[config.mk]
export PLATFORM = sky130hd
export DESIGN_NAME = viterbi_frame_ctrl_flat
export DESIGN_NICKNAME = d
export VERILOG_FILES = /design/src/rtl/viterbi_pkg.sv /design/src/rtl/viterbi_frame_ctrl_if.sv /design/src/rtl/viterbi_out_align.sv /design/src/rtl/viterbi_frame_ctrl.sv /design/src/flat_wrapper.sv
export SDC_FILE = /design/constraint.sdc
export NUM_CORES = 1
export LEC_CHECK = 0
export BUFFER_PORTS_ARGS = -buffer_cell sky130_fd_sc_hd__buf_2
export CORE_ASPECT_RATIO = 1.5
export CORE_UTILIZATION = 40
export DETAILED_ROUTE_END_ITERATION = 8
export MAX_ROUTING_LAYER = met4
export PLACE_DENSITY = 0.61
export SKIP_CTS_REPAIR_TIMING = 1
export SYNTH_ARGS = -nofsm -noshare
export SYNTH_HDL_FRONTEND = slang
export SYNTH_SLANG_ARGS = --single-unit
[constraint.sdc]
create_clock -name clk -period 6.3 [get_ports clk]
set_input_delay 0 -clock clk [delete_from_list [all_inputs] [get_ports clk]]
set_output_delay 0 -clock clk [all_outputs]
set_load 0.05 [all_outputs]
[src/rtl/viterbi_pkg.sv]
// Shared types and constants for the Viterbi frame sequencer.
package viterbi_pkg;

    localparam int unsigned SYM_W        = 2;
    localparam int unsigned K_W          = 3;
    localparam int unsigned K_MIN        = 3;
    localparam int unsigned K_MAX        = 6;
    localparam int unsigned TB_DEPTH_DEF = 15;

    typedef logic [SYM_W-1:0] sym_t;

    typedef enum logic [1:0] {
        IDLE  = 2'd0,
        LOAD  = 2'd1,
        RUN   = 2'd2,
        FLUSH = 2'd3
    } state_e;

    function automatic logic k_legal(input logic [K_W-1:0] k);
        return (k >= K_W'(K_MIN)) && (k <= K_W'(K_MAX));
    endfunction

endpackage

[src/rtl/viterbi_frame_ctrl_if.sv]
// Symbol-in, decoder and bit-out signals of the frame sequencer.
// master is the sequencer side, slave is the upstream/decoder/sink side.
interface viterbi_frame_ctrl_if;
    import viterbi_pkg::*;

    logic [K_W-1:0] cfg_k;
    logic           start;
    logic           in_valid;
    logic           in_ready;
    sym_t           in_sym;
    logic           in_last;
    logic           dec_clr;
    logic [K_W-1:0] dec_k;
    logic           dec_en;
    sym_t           dec_sym;
    logic           dec_bit;
    logic           out_valid;
    logic           out_bit;
    logic           out_last;
    logic           busy;
    logic           err_cfg;
    logic           err_len;

    modport master (
        input  cfg_k, start, in_valid, in_sym, in_last, dec_bit,
        output in_ready, dec_clr, dec_k, dec_en, dec_sym,
               out_valid, out_bit, out_last, busy, err_cfg, err_len
    );

    modport slave (
        output cfg_k, start, in_valid, in_sym, in_last, dec_bit,
        input  in_ready, dec_clr, dec_k, dec_en, dec_sym,
               out_valid, out_bit, out_last, busy, err_cfg, err_len
    );

endinterface

[src/rtl/viterbi_out_align.sv]
// Two-stage delay from a decoder issue to the framed output bit; issues that
// fall inside the traceback warm-up or past the frame length are dropped.
module viterbi_out_align (
    input  logic clk,
    input  logic rst,
    input  logic en_i,
    input  logic keep_i,
    input  logic last_i,
    input  logic dec_bit_i,
    output logic out_valid_o,
    output logic out_bit_o,
    output logic out_last_o
);

    logic v1_q;
    logic l1_q;
    logic ov_q;
    logic ob_q;
    logic ol_q;

    // Stage 1 tracks the issue while the decoder computes; stage 2 captures dec_bit.
    always_ff @(posedge clk or posedge rst) begin
        if (rst) begin
            v1_q <= 1'b0;
            l1_q <= 1'b0;
            ov_q <= 1'b0;
            ob_q <= 1'b0;
            ol_q <= 1'b0;
        end else begin
            v1_q <= en_i & keep_i;
            l1_q <= en_i & keep_i & last_i;
            ov_q <= v1_q;
            ob_q <= v1_q & dec_bit_i;
            ol_q <= l1_q;
        end
    end

    assign out_valid_o = ov_q;
    assign out_bit_o   = ob_q;
    assign out_last_o  = ol_q;

endmodule

[src/rtl/viterbi_frame_ctrl.sv]
// Frame sequencer for the hard-decision Viterbi decoder: clears it, feeds one
// issue per symbol, pads the traceback window and frames the decoded bits.
module viterbi_frame_ctrl
    import viterbi_pkg::*;
#(
    parameter int unsigned TB_DEPTH  = TB_DEPTH_DEF,
    parameter int unsigned MAX_FRAME = 1023,
    parameter int unsigned CNT_W     = 10
) (
    input logic                 clk,
    input logic                 rst,
    viterbi_frame_ctrl_if.master bus
);

    localparam logic [CNT_W-1:0] PAD_N    = CNT_W'(TB_DEPTH - 1);
    localparam logic [CNT_W-1:0] LAST_IDX = CNT_W'(MAX_FRAME - 1);
    localparam logic [CNT_W-1:0] ONE      = CNT_W'(1);

    state_e           state_q, state_d;
    logic [CNT_W-1:0] iss_cnt_q, iss_cnt_d;
    logic [CNT_W-1:0] n_in_q, n_in_d;
    logic [CNT_W-1:0] n_out_q, n_out_d;
    logic [CNT_W-1:0] n_qual_q, n_qual_d;
    logic [CNT_W-1:0] pad_cnt_q, pad_cnt_d;
    logic             in_ready_q, in_ready_d;
    logic             dec_clr_q, dec_clr_d;
    logic [K_W-1:0]   dec_k_q, dec_k_d;
    logic             dec_en_q, dec_en_d;
    sym_t             dec_sym_q, dec_sym_d;
    logic             keep_q, keep_d;
    logic             last_q, last_d;
    logic             busy_q, busy_d;
    logic             err_cfg_q, err_cfg_d;
    logic             err_len_q, err_len_d;
    logic             hs;
    logic             issue;
    logic             out_valid;
    logic             out_bit;
    logic             out_last;

    assign hs = bus.in_valid & in_ready_q;

    always_comb begin
        state_d   = state_q;
        iss_cnt_d = iss_cnt_q;
        n_in_d    = n_in_q;
        n_out_d   = n_out_q + CNT_W'(out_valid);
        n_qual_d  = n_qual_q;
        pad_cnt_d = pad_cnt_q;
        dec_k_d   = dec_k_q;
        dec_en_d  = 1'b0;
        dec_sym_d = '0;
        keep_d    = 1'b0;
        last_d    = 1'b0;
        err_cfg_d = 1'b0;
        err_len_d = err_len_q;
        issue     = 1'b0;

        unique case (state_q)
            IDLE: begin
                if (bus.start) begin
                    if (k_legal(bus.cfg_k)) begin
                        dec_k_d   = bus.cfg_k;
                        err_len_d = 1'b0;
                        state_d   = LOAD;
                    end else begin
                        err_cfg_d = 1'b1;
                    end
                end
            end
            LOAD: begin
                iss_cnt_d = '0;
                n_in_d    = '0;
                n_out_d   = '0;
                n_qual_d  = '0;
                pad_cnt_d = '0;
                state_d   = RUN;
            end
            RUN: begin
                if (hs) begin
                    issue     = 1'b1;
                    dec_sym_d = bus.in_sym;
                    n_in_d    = n_in_q + ONE;
                    // A full frame without in_last is closed here and flagged.
                    if (bus.in_last || (n_in_q == LAST_IDX)) begin
                        state_d = FLUSH;
                        if (!bus.in_last) begin
                            err_len_d = 1'b1;
                        end
                    end
                end
            end
            FLUSH: begin
                if (pad_cnt_q < PAD_N) begin
                    issue     = 1'b1;
                    pad_cnt_d = pad_cnt_q + ONE;
                end else if (n_out_d == n_in_q) begin
                    state_d = IDLE;
                end
            end
            default: state_d = IDLE;
        endcase

        // iss_cnt saturates once the traceback window is primed, so it never wraps.
        if (issue) begin
            dec_en_d = 1'b1;
            if (iss_cnt_q >= PAD_N) begin
                if (n_qual_q < n_in_d) begin
                    keep_d   = 1'b1;
                    last_d   = (n_qual_q + ONE) == n_in_d;
                    n_qual_d = n_qual_q + ONE;
                end
            end else begin
                iss_cnt_d = iss_cnt_q + ONE;
            end
        end

        dec_clr_d  = (state_d == LOAD);
        in_ready_d = (state_d == RUN);
        busy_d     = (state_d != IDLE);
    end

    always_ff @(posedge clk or posedge rst) begin
        if (rst) begin
            state_q    <= IDLE;
            iss_cnt_q  <= '0;
            n_in_q     <= '0;
            n_out_q    <= '0;
            n_qual_q   <= '0;
            pad_cnt_q  <= '0;
            in_ready_q <= 1'b0;
            dec_clr_q  <= 1'b0;
            dec_k_q    <= K_W'(K_MIN);
            dec_en_q   <= 1'b0;
            dec_sym_q  <= '0;
            keep_q     <= 1'b0;
            last_q     <= 1'b0;
            busy_q     <= 1'b0;
            err_cfg_q  <= 1'b0;
            err_len_q  <= 1'b0;
        end else begin
            state_q    <= state_d;
            iss_cnt_q  <= iss_cnt_d;
            n_in_q     <= n_in_d;
            n_out_q    <= n_out_d;
            n_qual_q   <= n_qual_d;
            pad_cnt_q  <= pad_cnt_d;
            in_ready_q <= in_ready_d;
            dec_clr_q  <= dec_clr_d;
            dec_k_q    <= dec_k_d;
            dec_en_q   <= dec_en_d;
            dec_sym_q  <= dec_sym_d;
            keep_q     <= keep_d;
            last_q     <= last_d;
            busy_q     <= busy_d;
            err_cfg_q  <= err_cfg_d;
            err_len_q  <= err_len_d;
        end
    end

    viterbi_out_align u_align (
        .clk         (clk),
        .rst         (rst),
        .en_i        (dec_en_q),
        .keep_i      (keep_q),
        .last_i      (last_q),
        .dec_bit_i   (bus.dec_bit),
        .out_valid_o (out_valid),
        .out_bit_o   (out_bit),
        .out_last_o  (out_last)
    );

    assign bus.in_ready  = in_ready_q;
    assign bus.dec_clr   = dec_clr_q;
    assign bus.dec_k     = dec_k_q;
    assign bus.dec_en    = dec_en_q;
    assign bus.dec_sym   = dec_sym_q;
    assign bus.out_valid = out_valid;
    assign bus.out_bit   = out_bit;
    assign bus.out_last  = out_last;
    assign bus.busy      = busy_q;
    assign bus.err_cfg   = err_cfg_q;
    assign bus.err_len   = err_len_q;

endmodule

[src/flat_wrapper.sv]
// flat-port wrapper written by rule: the top's interface ports become plain ports
module viterbi_frame_ctrl_flat import viterbi_pkg::*;
#(
    parameter int unsigned TB_DEPTH  = TB_DEPTH_DEF,
    parameter int unsigned MAX_FRAME = 1023,
    parameter int unsigned CNT_W     = 10
)
  (clk, rst, bus_cfg_k, bus_start, bus_in_valid, bus_in_sym, bus_in_last, bus_dec_bit, bus_in_ready, bus_dec_clr, bus_dec_k, bus_dec_en, bus_dec_sym, bus_out_valid, bus_out_bit, bus_out_last, bus_busy, bus_err_cfg, bus_err_len);
  viterbi_frame_ctrl_if bus_i ();
  input logic clk;
  input logic rst;
  input wire logic [$bits(bus_i.cfg_k)-1:0] bus_cfg_k;
  input wire logic [$bits(bus_i.start)-1:0] bus_start;
  input wire logic [$bits(bus_i.in_valid)-1:0] bus_in_valid;
  input wire logic [$bits(bus_i.in_sym)-1:0] bus_in_sym;
  input wire logic [$bits(bus_i.in_last)-1:0] bus_in_last;
  input wire logic [$bits(bus_i.dec_bit)-1:0] bus_dec_bit;
  output wire logic [$bits(bus_i.in_ready)-1:0] bus_in_ready;
  output wire logic [$bits(bus_i.dec_clr)-1:0] bus_dec_clr;
  output wire logic [$bits(bus_i.dec_k)-1:0] bus_dec_k;
  output wire logic [$bits(bus_i.dec_en)-1:0] bus_dec_en;
  output wire logic [$bits(bus_i.dec_sym)-1:0] bus_dec_sym;
  output wire logic [$bits(bus_i.out_valid)-1:0] bus_out_valid;
  output wire logic [$bits(bus_i.out_bit)-1:0] bus_out_bit;
  output wire logic [$bits(bus_i.out_last)-1:0] bus_out_last;
  output wire logic [$bits(bus_i.busy)-1:0] bus_busy;
  output wire logic [$bits(bus_i.err_cfg)-1:0] bus_err_cfg;
  output wire logic [$bits(bus_i.err_len)-1:0] bus_err_len;
  assign bus_i.cfg_k = bus_cfg_k;
  assign bus_i.start = bus_start;
  assign bus_i.in_valid = bus_in_valid;
  assign bus_i.in_sym = bus_in_sym;
  assign bus_i.in_last = bus_in_last;
  assign bus_i.dec_bit = bus_dec_bit;
  assign bus_in_ready = bus_i.in_ready;
  assign bus_dec_clr = bus_i.dec_clr;
  assign bus_dec_k = bus_i.dec_k;
  assign bus_dec_en = bus_i.dec_en;
  assign bus_dec_sym = bus_i.dec_sym;
  assign bus_out_valid = bus_i.out_valid;
  assign bus_out_bit = bus_i.out_bit;
  assign bus_out_last = bus_i.out_last;
  assign bus_busy = bus_i.busy;
  assign bus_err_cfg = bus_i.err_cfg;
  assign bus_err_len = bus_i.err_len;
  viterbi_frame_ctrl #(.TB_DEPTH(TB_DEPTH), .MAX_FRAME(MAX_FRAME), .CNT_W(CNT_W)) u_core (.clk(clk), .rst(rst), .bus(bus_i));
endmodule
# [Word-level counts from Yosys, hierarchy flattened]
# Index checks and enable logic that the tools add are counted.
[word_totals] register_bits=70 out_inout_bits=14
[classes] mux=40 add_sub_neg=5 bitwise=4 order_cmp=5 reduce_logical=9 n_eq_ne=14
[ops] operator="2-to-1 mux 10 bit" n=10
[ops] operator="adder 10 x 1 -> 10 bit (second input constant)" n=4
[ops] operator="one-hot mux 10 bit (2 select lines)" n=2
[ops] operator="== test 10 bit" n=2
[ops] operator="2-to-1 mux 1 bit" n=17
[ops] operator="2-to-1 mux 2 bit" n=8
[ops] operator="adder 10 x 1 -> 10 bit" n=1
[ops] operator="== test 10 bit (second input constant)" n=1
[ops] operator=">= comparator 10 x 4 -> 1 bit (second input constant)" n=1
[ops] operator="less-than comparator 10 bit" n=1
[ops] operator="less-than comparator 10 x 4 -> 1 bit (second input constant)" n=1
[ops] operator="!= test 2 x 1 -> 1 bit (second input constant)" n=4
[ops] operator="one-hot mux 2 bit (4 select lines)" n=1
[ops] operator="== test 2 bit (second input constant)" n=3
[ops] operator="AND reduction 6 bit" n=1
[ops] operator="nonzero test 2 bit" n=3
[ops] operator="AND 1 bit" n=4
[ops] operator="== test 2 x 1 -> 1 bit (second input constant)" n=2
[ops] operator="!= test 2 bit (second input constant)" n=2
[ops] operator="one-hot mux 1 bit (2 select lines)" n=2
[ops] operator=">= comparator 3 x 2 -> 1 bit (second input constant)" n=1
[ops] operator="less-or-equal comparator 3 bit (second input constant)" n=1
[ops] operator="AND reduction 3 bit" n=1
[ops] operator="zero test 2 bit" n=1
[ops] operator="3 further kinds" n=3

# [Logic depth before layout (Yosys ltp)]
# Gate-level depths: netlist of the first run.
[depth] depth_word=7 ltp_mapped=14 ltp_nobuf=14

# [Hierarchy]
# A second synthesis of the first run with hierarchy kept.
[unflattened] cells_unflattened=389 area_unflattened_um2=3942.5
[modules_own_cells] mod="viterbi_frame_ctrl" seq_area_each_um2=1629.1 cells_per_inst=380 instances=1 area_per_inst_um2=3794.9
[modules_own_cells] mod="viterbi_out_align" seq_area_each_um2=125.1 cells_per_inst=9 instances=1 area_per_inst_um2=147.6

# [Worst setup path before layout of the first run]
# OpenSTA, ideal clock, no wires.
[synth_path] path_kind="reg-to-reg" start="register u_core.state_q[0]" end="register u_core.n_qual_q[2]" setup_time_ns=0.119 t_required_ns=6.181 t_arrival_ns=3.098 period_less_slack_ns=3.217 path_slack_ns=3.083 stages_incl_launch_ff=14 cell_sequence="dfrtp_1 > inv_1 > ha_1 > nand3_1 > or3_1 > a21oi_1 > inv_1 > ha_1 > o211ai_1 > a21boi_0 > a2bb2oi_1 > a211oi_1 > a211oi_1 > a21o_2"
[synth_between] elab_chain_cells=6
[synth_lines] element="from (decl)" line_no="viterbi_frame_ctrl.sv:19" text="state_e state_q, state_d;"
[synth_lines] element="from (signal assigned)" line_no="viterbi_frame_ctrl.sv:142" text="state_q <= state_d;"
[synth_lines] element="== test 2 bit / == test 2 x 1 -> 1 bit (equally long branches)" line_no="viterbi_frame_ctrl.sv:59" text="unique case (state_q)"
[synth_lines] element="one-hot mux 10 bit (2 select lines) (*)" line_no="viterbi_frame_ctrl.sv:59"
[synth_lines] element="via u_core.n_in_d[3]" line_no="viterbi_frame_ctrl.sv:21" text="logic [CNT_W-1:0] n_in_q, n_in_d;"
[synth_lines] element="less-than comparator 10 bit (*)" line_no="viterbi_frame_ctrl.sv:108" text="if (n_qual_q < n_in_d) begin"
[synth_lines] element="2-to-1 mux 10 bit (*)" line_no="viterbi_frame_ctrl.sv:108"
[synth_lines] element="2-to-1 mux 10 bit (*)" line_no="viterbi_frame_ctrl.sv:107" text="if (iss_cnt_q >= PAD_N) begin"
[synth_lines] element="2-to-1 mux 10 bit (*)" line_no="viterbi_frame_ctrl.sv:105" text="if (issue) begin"
[synth_lines] element="via u_core.n_qual_d[2]" line_no="viterbi_frame_ctrl.sv:23" text="logic [CNT_W-1:0] n_qual_q, n_qual_d;"
[synth_lines] element="to (signal assigned)" line_no="viterbi_frame_ctrl.sv:146" text="n_qual_q <= n_qual_d;"
[synth_lines] element="to (decl)" line_no="viterbi_frame_ctrl.sv:23"
# The timed path passes the listed nets; every way through them passes the cells marked *.
# A chain may end at the register's enable or synchronous reset.

# [Final worst setup path of the first run]
[layout_path] start="register u_core.state_q[0]" end="register u_core.n_qual_q[3]"
# The elaborated chain is that of the path after synthesis.

==> metrics.yaml, run 1 <==
cts:
  path_clk_slew_ns: 0.06
  cts_buffer_depth: 2
  insertion_delay_ns: 0.34
  cts_tree: "built"
  clockRootBuffer: "clkbuf_16"
  cts_made_buffers: 9
  h-tree-depth: 3
  cts_sinks: 70
critical_path:
  path_class: "reg -> reg"
  crit_chain: "inv_1 > ha_1 > nand3_1 > or3_1 > a21oi_1 > inv_1 > ha_1 > o211ai_1 > a21boi_0 > a2bb2oi_1 > a211oi_1 > a211oi_1 > a21o_2"
  critPathLaunchType: "register"
  cp_max_fo: 8
  worst-endpoint-required_ns: 6.52
  rrSetupSlack_ns: 2.43
  end_kind: "register"
  crit_slowest_cell: "a211oi_1"
  critPathMaxStageDelay_ns: 0.85
  arrival_ns: 4.09
synthesis:
  syn_area_mm2: 0.003931
  synthArstFlopShare_pct: 100.0
  syn_inst: 391
  synth_edf_count: 0
  synth_seq_cells: 70
  synth_nets: 422
  ys_types: 68
  yosysSeqAreaShare_pct: 44.62
  yosys_warnings: 0
  ys.flop_type: "dfrtp_1"
  syn_avg_cell_area_um2: 10.05
final_layout:
  diodes: 0
  nets: 456
  layout-drive-gt1-share_pct: 17.21
  instances_no_fill: 545
  syn2layout_area_growth_pct: 15.53
outcome:
  outcome: "finished, final reports clean"
sta:
  rsz0062_at_grt: "no"
  setup_viol: 0
  slew_headroom_pct: 33.00
  worst-slew-pin-transition_ns: 0.9990
  fin_worst_skew_ns: 0.009127
  whs_ns: 0.05591
  fmax_ghz: 0.2587
  hold_viol: 0
  post-route-min-period_ns: 3.865
  drv_slew: 0
  period_share_pct: 61.36
  setup_tns_ns: 0
place:
  place.gp.congestion: 0.8458
  port_buffers: 24
  place_inst: 521
  dp_hpwl_mm: 6.232
global_routing:
  grtUsageTotal_pct: 18.24
  grt_overflow: 0
  grt_pass1_wl_mm: 13.94
  grt_max_degree: 58
  grt_pass1_vias: 2973
  antenna_found_initial: 0
power:
  ir_drop_uv: 165.7
  cellPowerDensity_mw_per_mm2: 214.6
  leakagePower_nw: 2.089
detailed_routing:
  drtAntennaViolNets: 0
  drc_errors: 0
  drt-pass1-iter-count: 4
  vias: 2953
  drtIter0Drc: 146
  wl_per_cell_um: 15.48
  wl_mm: 8.436
  via_per_inst: 5.418
die:
  coreArea_mm2: 0.009634
  die_h_um: 123.4
  die_area_mm2: 0.01024
  rows: 44
  io_pins: 25
  initial_core_util_pct: 40.81
  die_x_um: 82.95
job:
  cap_violations: 0
worst_hold_path:
  min_path_type: "in -> reg"
[final timing paths]
kind	start	cells after the start	endpoint
max	u_core.state_q[0]$_DFF_PP0_	13	u_core.n_qual_q[3]$_DFF_PP0_
min	bus_in_last	4	u_core.bus.err_len$_DFFE_PP0P_
max reg2reg	u_core.state_q[0]$_DFF_PP0_	13	u_core.n_qual_q[3]$_DFF_PP0_
min reg2reg	u_core.u_align.l1_q$_DFF_PP0_	0	u_core.u_align.out_last_o$_DFF_PP0_
max in group asynchronous	rst	4	u_core.pad_cnt_q[4]$_DFFE_PP0P_
min in group asynchronous	rst	3	u_core.n_out_q[9]$_DFF_PP0_
[cell type report]
cell class	instances	area, um2
Timing Repair Buffer	34	215.2
Inverter	20	75.07
Clock buffer	9	225.2
Fill cell	904	5092
Clock inverter	7	73.82
Sequential cell	70	1754
Multi-Input combinational cell	290	2054
Tap cell	115	143.9
[synth_stat cells, drive strengths merged (3+ instances only)]
| cell type | instances | share of area (%) |
|---|---|---|
| ha | 20 | 6.4 |
| clkbuf | 8 | 0.76 |
| xor2 | 11 | 2.5 |
| o21ai | 14 | 1.8 |
| o211ai | 5 | 0.95 |
| o31ai | 3 | 0.57 |
| nor4 | 4 | 1.2 |
| nand2 | 29 | 2.8 |
| nand2b | 12 | 1.9 |
| buf | 3 | 0.45 |
| and3 | 12 | 2.0 |
| inv | 20 | 1.9 |
| nor2 | 27 | 2.8 |
| mux2 | 6 | 1.8 |
| nand4 | 3 | 0.48 |
| dfrtp | 68 | 43 |
| a211oi | 8 | 1.5 |
| nand3 | 21 | 2.7 |
| and2 | 14 | 2.3 |
| nor3 | 5 | 0.64 |
| xnor2 | 19 | 4.2 |
| nor2b | 14 | 2.2 |
| a31oi | 3 | 0.48 |
| or2 | 3 | 0.48 |
| a21o | 7 | 1.5 |
| a21oi | 11 | 1.5 |
| or3 | 5 | 0.80 |
[power by group]
| part | internal, mW | leakage [nW] | switching [mW] | total, mW |
|---|---|---|---|---|
| registers | 0.450 | 0.924 | 0 | 0.450 |
| clock network | 0.307 | 0.146 | 0.199 | 0.506 |
| logic | 0.00691 | 1.02 | 0.0121 | 0.0190 |
[metrics by stage]
stage	utilization [%]	instance area, um2	power (mW)	worst slack, ns
finish	47.14	4542	0.9747	2.435
global route	47.14	4542	1.001	2.127
CTS	46.31	4462	0.9792	2.434
detailed placement	43.21	4163	0.4740	2.461
global placement	43.21	4163	0.4737	2.623
floorplan	-	3931	0.4664	3.083
[worst max-delay path, delay by kind of cell (launching register included)]
kind                       cells  cell delay (ns)
AOI/OAI and AO/OA              7             1.83
adders and majority gates      2             0.73
and+or+nand+nor                2             0.58
DFF                            1             0.42
buffers and inverters          2             0.20
[sequential cells by signal, indices dropped and copies added (netlist names), 2 cells and up]
register	flops
u_core.bus.dec_k	3
u_core.bus.dec_sym	2
u_core.iss_cnt_q	10
u_core.n_in_q	10
u_core.n_out_q	10
u_core.n_qual_q	10
u_core.pad_cnt_q	10
u_core.state_q	2
[metal layers]
| layer | wire length, um | vias up | track usage (%) |
|---|---|---|---|
| li1 | - | 1444 | - |
| met1 | 3459 | 1429 | 18.34 |
| met2 | 4334 | 52 | 31.97 |
| met3 | 177 | 28 | 2.336 |
| met4 | 465 | 0 | 14.76 |
| met5 | 0 | - | - |
[cells in the final DEF, fill, tap and decap left out, drive strengths merged, types with 3 or more instances in the layout]
master       instances
ha                  20
a21o                 7
nor2                27
dlygate4sd3          8
or2                  3
a21oi               11
nor4                 4
clkbuf               9
nand3               21
a31oi                3
inv                 21
mux2                 6
and2                14
xor2                11
and3                12
nor2b               14
nand2b              12
o31ai                3
nand4                3
nand2               29
nor3                 5
o211ai               5
buf                 26
o21ai               14
or3                  5
dfrtp               68
clkinv               4
xnor2               19
a211oi               8
[cells by family after synthesis]
family	count (synthesis)	share of synthesized area, %
compound gates	74	13.97
xor+xnor	32	7.861
fa+ha+maj	20	6.365
buf+inv	31	3.119
flops	70	44.62
mux	8	2.323
simple gates	156	21.74
(Power assumes the default switching activity.)
==> run 2: changes to the inputs <==
- PLACE_DENSITY: 0.61 -> 0.64
- clock period: 6.3 -> 3.3 ns (I/O delays scaled with it)
==> run 2 against run 1 <==
Against the previous run:
- first-iteration DRC count down 25%
- clock power increased by 80%
- critical path depth up 1
==> metrics.yaml, run 2 (same netlist as run 1, synthesis figures left out) <==
final_layout:
  mostFrequentLayoutCells: "dfrtp_1, nand2_1, nor2_1, buf_2"
  fillers: 885  # -2.1%
  syn2layout_area_growth_pct: 18.49
  final_common_cell: "dfrtp_1"
  nets: 470  # +3.1%
  diodes: 0  # unchanged
  layout-drive-gt1-share_pct: 20.72  # +3.5 points
  final-seq-area_mm2: 0.001754  # unchanged
  fin_area_mm2: 0.004658  # +2.6%
  multiInputGateArea_mm2: 0.002082  # +1.3%
detailed_routing:
  drtIter0Drc: 109  # -25%
  drtAntennaViolNets: 0  # unchanged
  wl_mm: 8.568  # +1.6%
  wl_per_cell_um: 15.33  # -0.98%
  drc_errors: 0  # unchanged
  drt-pass1-iter-count: 4  # unchanged
  vias: 2949  # -0.14%
  via_per_inst: 5.275  # -2.6%
worst_hold_path:
  min_path_type: "in -> reg"
critical_path:
  crit_chain: "inv_1 > ha_1 > nand3_2 > or3_1 > a21oi_1 > inv_1 > ha_1 > o211ai_1 > a21boi_1 > a2bb2oi_2 > a211o_1 > a21oi_4 > buf_4 > a21o_2"
  r2r_start: "u_core.state_q[1]$_DFF_PP0_"
  arrival_ns: 3.35  # -0.74 ns
  critPathLaunch: "u_core.state_q[1]$_DFF_PP0_"
  critPathCapture: "u_core.n_qual_q[3]$_DFF_PP0_"
  end_kind: "register"
  cp_max_fo: 6  # -2
  rrSetupSlack_ns: 0.22  # -2.21 ns
  path_class: "reg -> reg"
  critPathLaunchType: "register"
  r2r_end: "u_core.n_qual_q[3]$_DFF_PP0_"
  crit_slowest_cell: "dfrtp_1"
  worst-endpoint-required_ns: 3.57  # -2.95 ns
  reg2reg_depth: 14  # +1
  critPathMaxStageDelay_ns: 0.39  # -0.46 ns
die:
  die_h_um: 123.4  # unchanged
  io_pins: 25  # unchanged
  die_area_mm2: 0.01024  # unchanged
  die_x_um: 82.95  # unchanged
  rows: 44  # unchanged
  initial_core_util_pct: 40.81  # unchanged
  coreArea_mm2: 0.009634  # unchanged
cts:
  cts_sinks: 70  # unchanged
  h-tree-depth: 3  # unchanged
  cts_made_buffers: 9  # unchanged
  cts_tree: "built"
  insertion_delay_ns: 0.33  # about the same
  path_clk_slew_ns: 0.06  # about the same
  clockRootBuffer: "clkbuf_16"
  cts_buffer_depth: 2  # unchanged
place:
  port_buffers: 24  # unchanged
  placed_area_mm2: 0.004260  # +2.3%
  place.gp.congestion: 0.8798  # +4.0%
  dp_hpwl_mm: 6.382  # +2.4%
sta:
  fmax_ghz: 0.3250  # +26%
  setup_viol: 0  # unchanged
  worst-slew-pin-transition_ns: 0.6021  # -0.3969 ns
  drv_slew: 0  # unchanged
  setup_tns_ns: 0  # unchanged
  slew_headroom_pct: 59.22  # +26 points
  period_share_pct: 93.24  # +32 points
  post-route-min-period_ns: 3.077  # -0.7884 ns
  fin_worst_skew_ns: 0.005638  # -0.003488 ns
  hold_viol: 0  # unchanged
  rsz0062_at_grt: "no"
global_routing:
  grtUsageTotal_pct: 18.16  # -0.073 points
  use_met3_pct: 3.338  # +1.0 points
  grt_overflow: 0  # unchanged
  grt_max_degree: 29  # -50%
  use_met1_pct: 19.28  # +0.94 points
  met2_usage_pct: 32.17  # +0.20 points
  grt_pass1_vias: 3016  # +1.4%
  antenna_found_initial: 0  # unchanged
  grt_pass1_wl_mm: 14.10  # +1.1%
  busiest_layer: "met2"
outcome:
  outcome: "finished, final reports clean"
power:
  ir_drop_uv: 356.1  # +110%
  cellPowerDensity_mw_per_mm2: 388.4  # +81%
  leakagePower_nw: 2.155  # +3.2%
job:
  cap_violations: 0  # unchanged
## run 2: changes by cell type in the layout (fill, tap and decap cells not counted), sizes merged
| cell | before | now |
|---|---|---|
| buf | 26 | 40 |
| inv | 21 | 22 |
| clkinv | 4 | 3 |
| clkbuf | 9 | 10 |
| bufinv | 1 | 0 |
## run 2: how the worst min path moves through the flow
stage | start | to | slack [ns] | depth (start not counted)
2_1_floorplan | bus_dec_bit | u_core.u_align.out_bit_o$_DFF_PP0_ | 0.13 | 1
3_3_place_gp | rst | u_core.n_qual_q[3]$_DFF_PP0_ | 0.03 | 2
3_5_place_dp | rst | u_core.n_qual_q[3]$_DFF_PP0_ | 0.03 | 2
4_1_cts | rst | u_core.n_in_q[3]$_DFF_PP0_ | -0.32 | 2
5_1_grt | bus_in_last | u_core.bus.err_len$_DFFE_PP0P_ | 0.09 | 4
6_report | bus_in_last | u_core.bus.err_len$_DFFE_PP0P_ | 0.02 | 4
## run 2: power by group
group / internal, mW / switching (mW) / total (mW)
clock network: 0.532 / 0.380 / 0.913
logic: 0.0140 / 0.0241 / 0.0381
registers: 0.859 / 0 / 0.859
total: 1.41 / 0.404 / 1.81
## run 2: per-stage QoR
| step | cells | hold slack, ns | power [mW] | setup WS [ns] | util, % |
|---|---|---|---|---|---|
| final | 559 | 0.02135 | 1.809 | 0.2230 | 48.35 |
| after global routing | 559 | 0.08877 | 1.867 | 0.03826 | 48.35 |
| after CTS | 550 | -0.3236 | 1.824 | 0.06766 | 47.16 |
| after detailed placement | 534 | 0.03149 | 0.9062 | 0.09310 | 44.22 |
| after global placement | 534 | 0.02716 | 0.9054 | 0.1692 | 44.22 |
| after floorplan | 391 | 0.1286 | 0.8903 | 0.08293 | - |
## run 2: cell type report
cell class                      count  share of cell area (%)
Clock inverter                      6                  0.9401
Clock buffer                       10                   5.130
Multi-Input combinational cell    290                   44.70
Sequential cell                    70                   37.66
Timing Repair Buffer               48                   6.876
Tap cell                          115                   3.089
Inverter                           20                   1.612
## run 2: critical path: cells and delay by family (launching register included)
family          cells  cell delay, ns
compound gates      7            1.19
fa+ha+maj           2            0.60
simple gates        2            0.50
flops               1            0.39
buf+inv             3            0.33
## run 2: per-layer routing
metal / wire length (um) / part of all wire, %
met1: 3676 / 43
met2: 4402 / 51
met3: 180 / 2.1
met4: 308 / 3.6
met5: 0 / 0
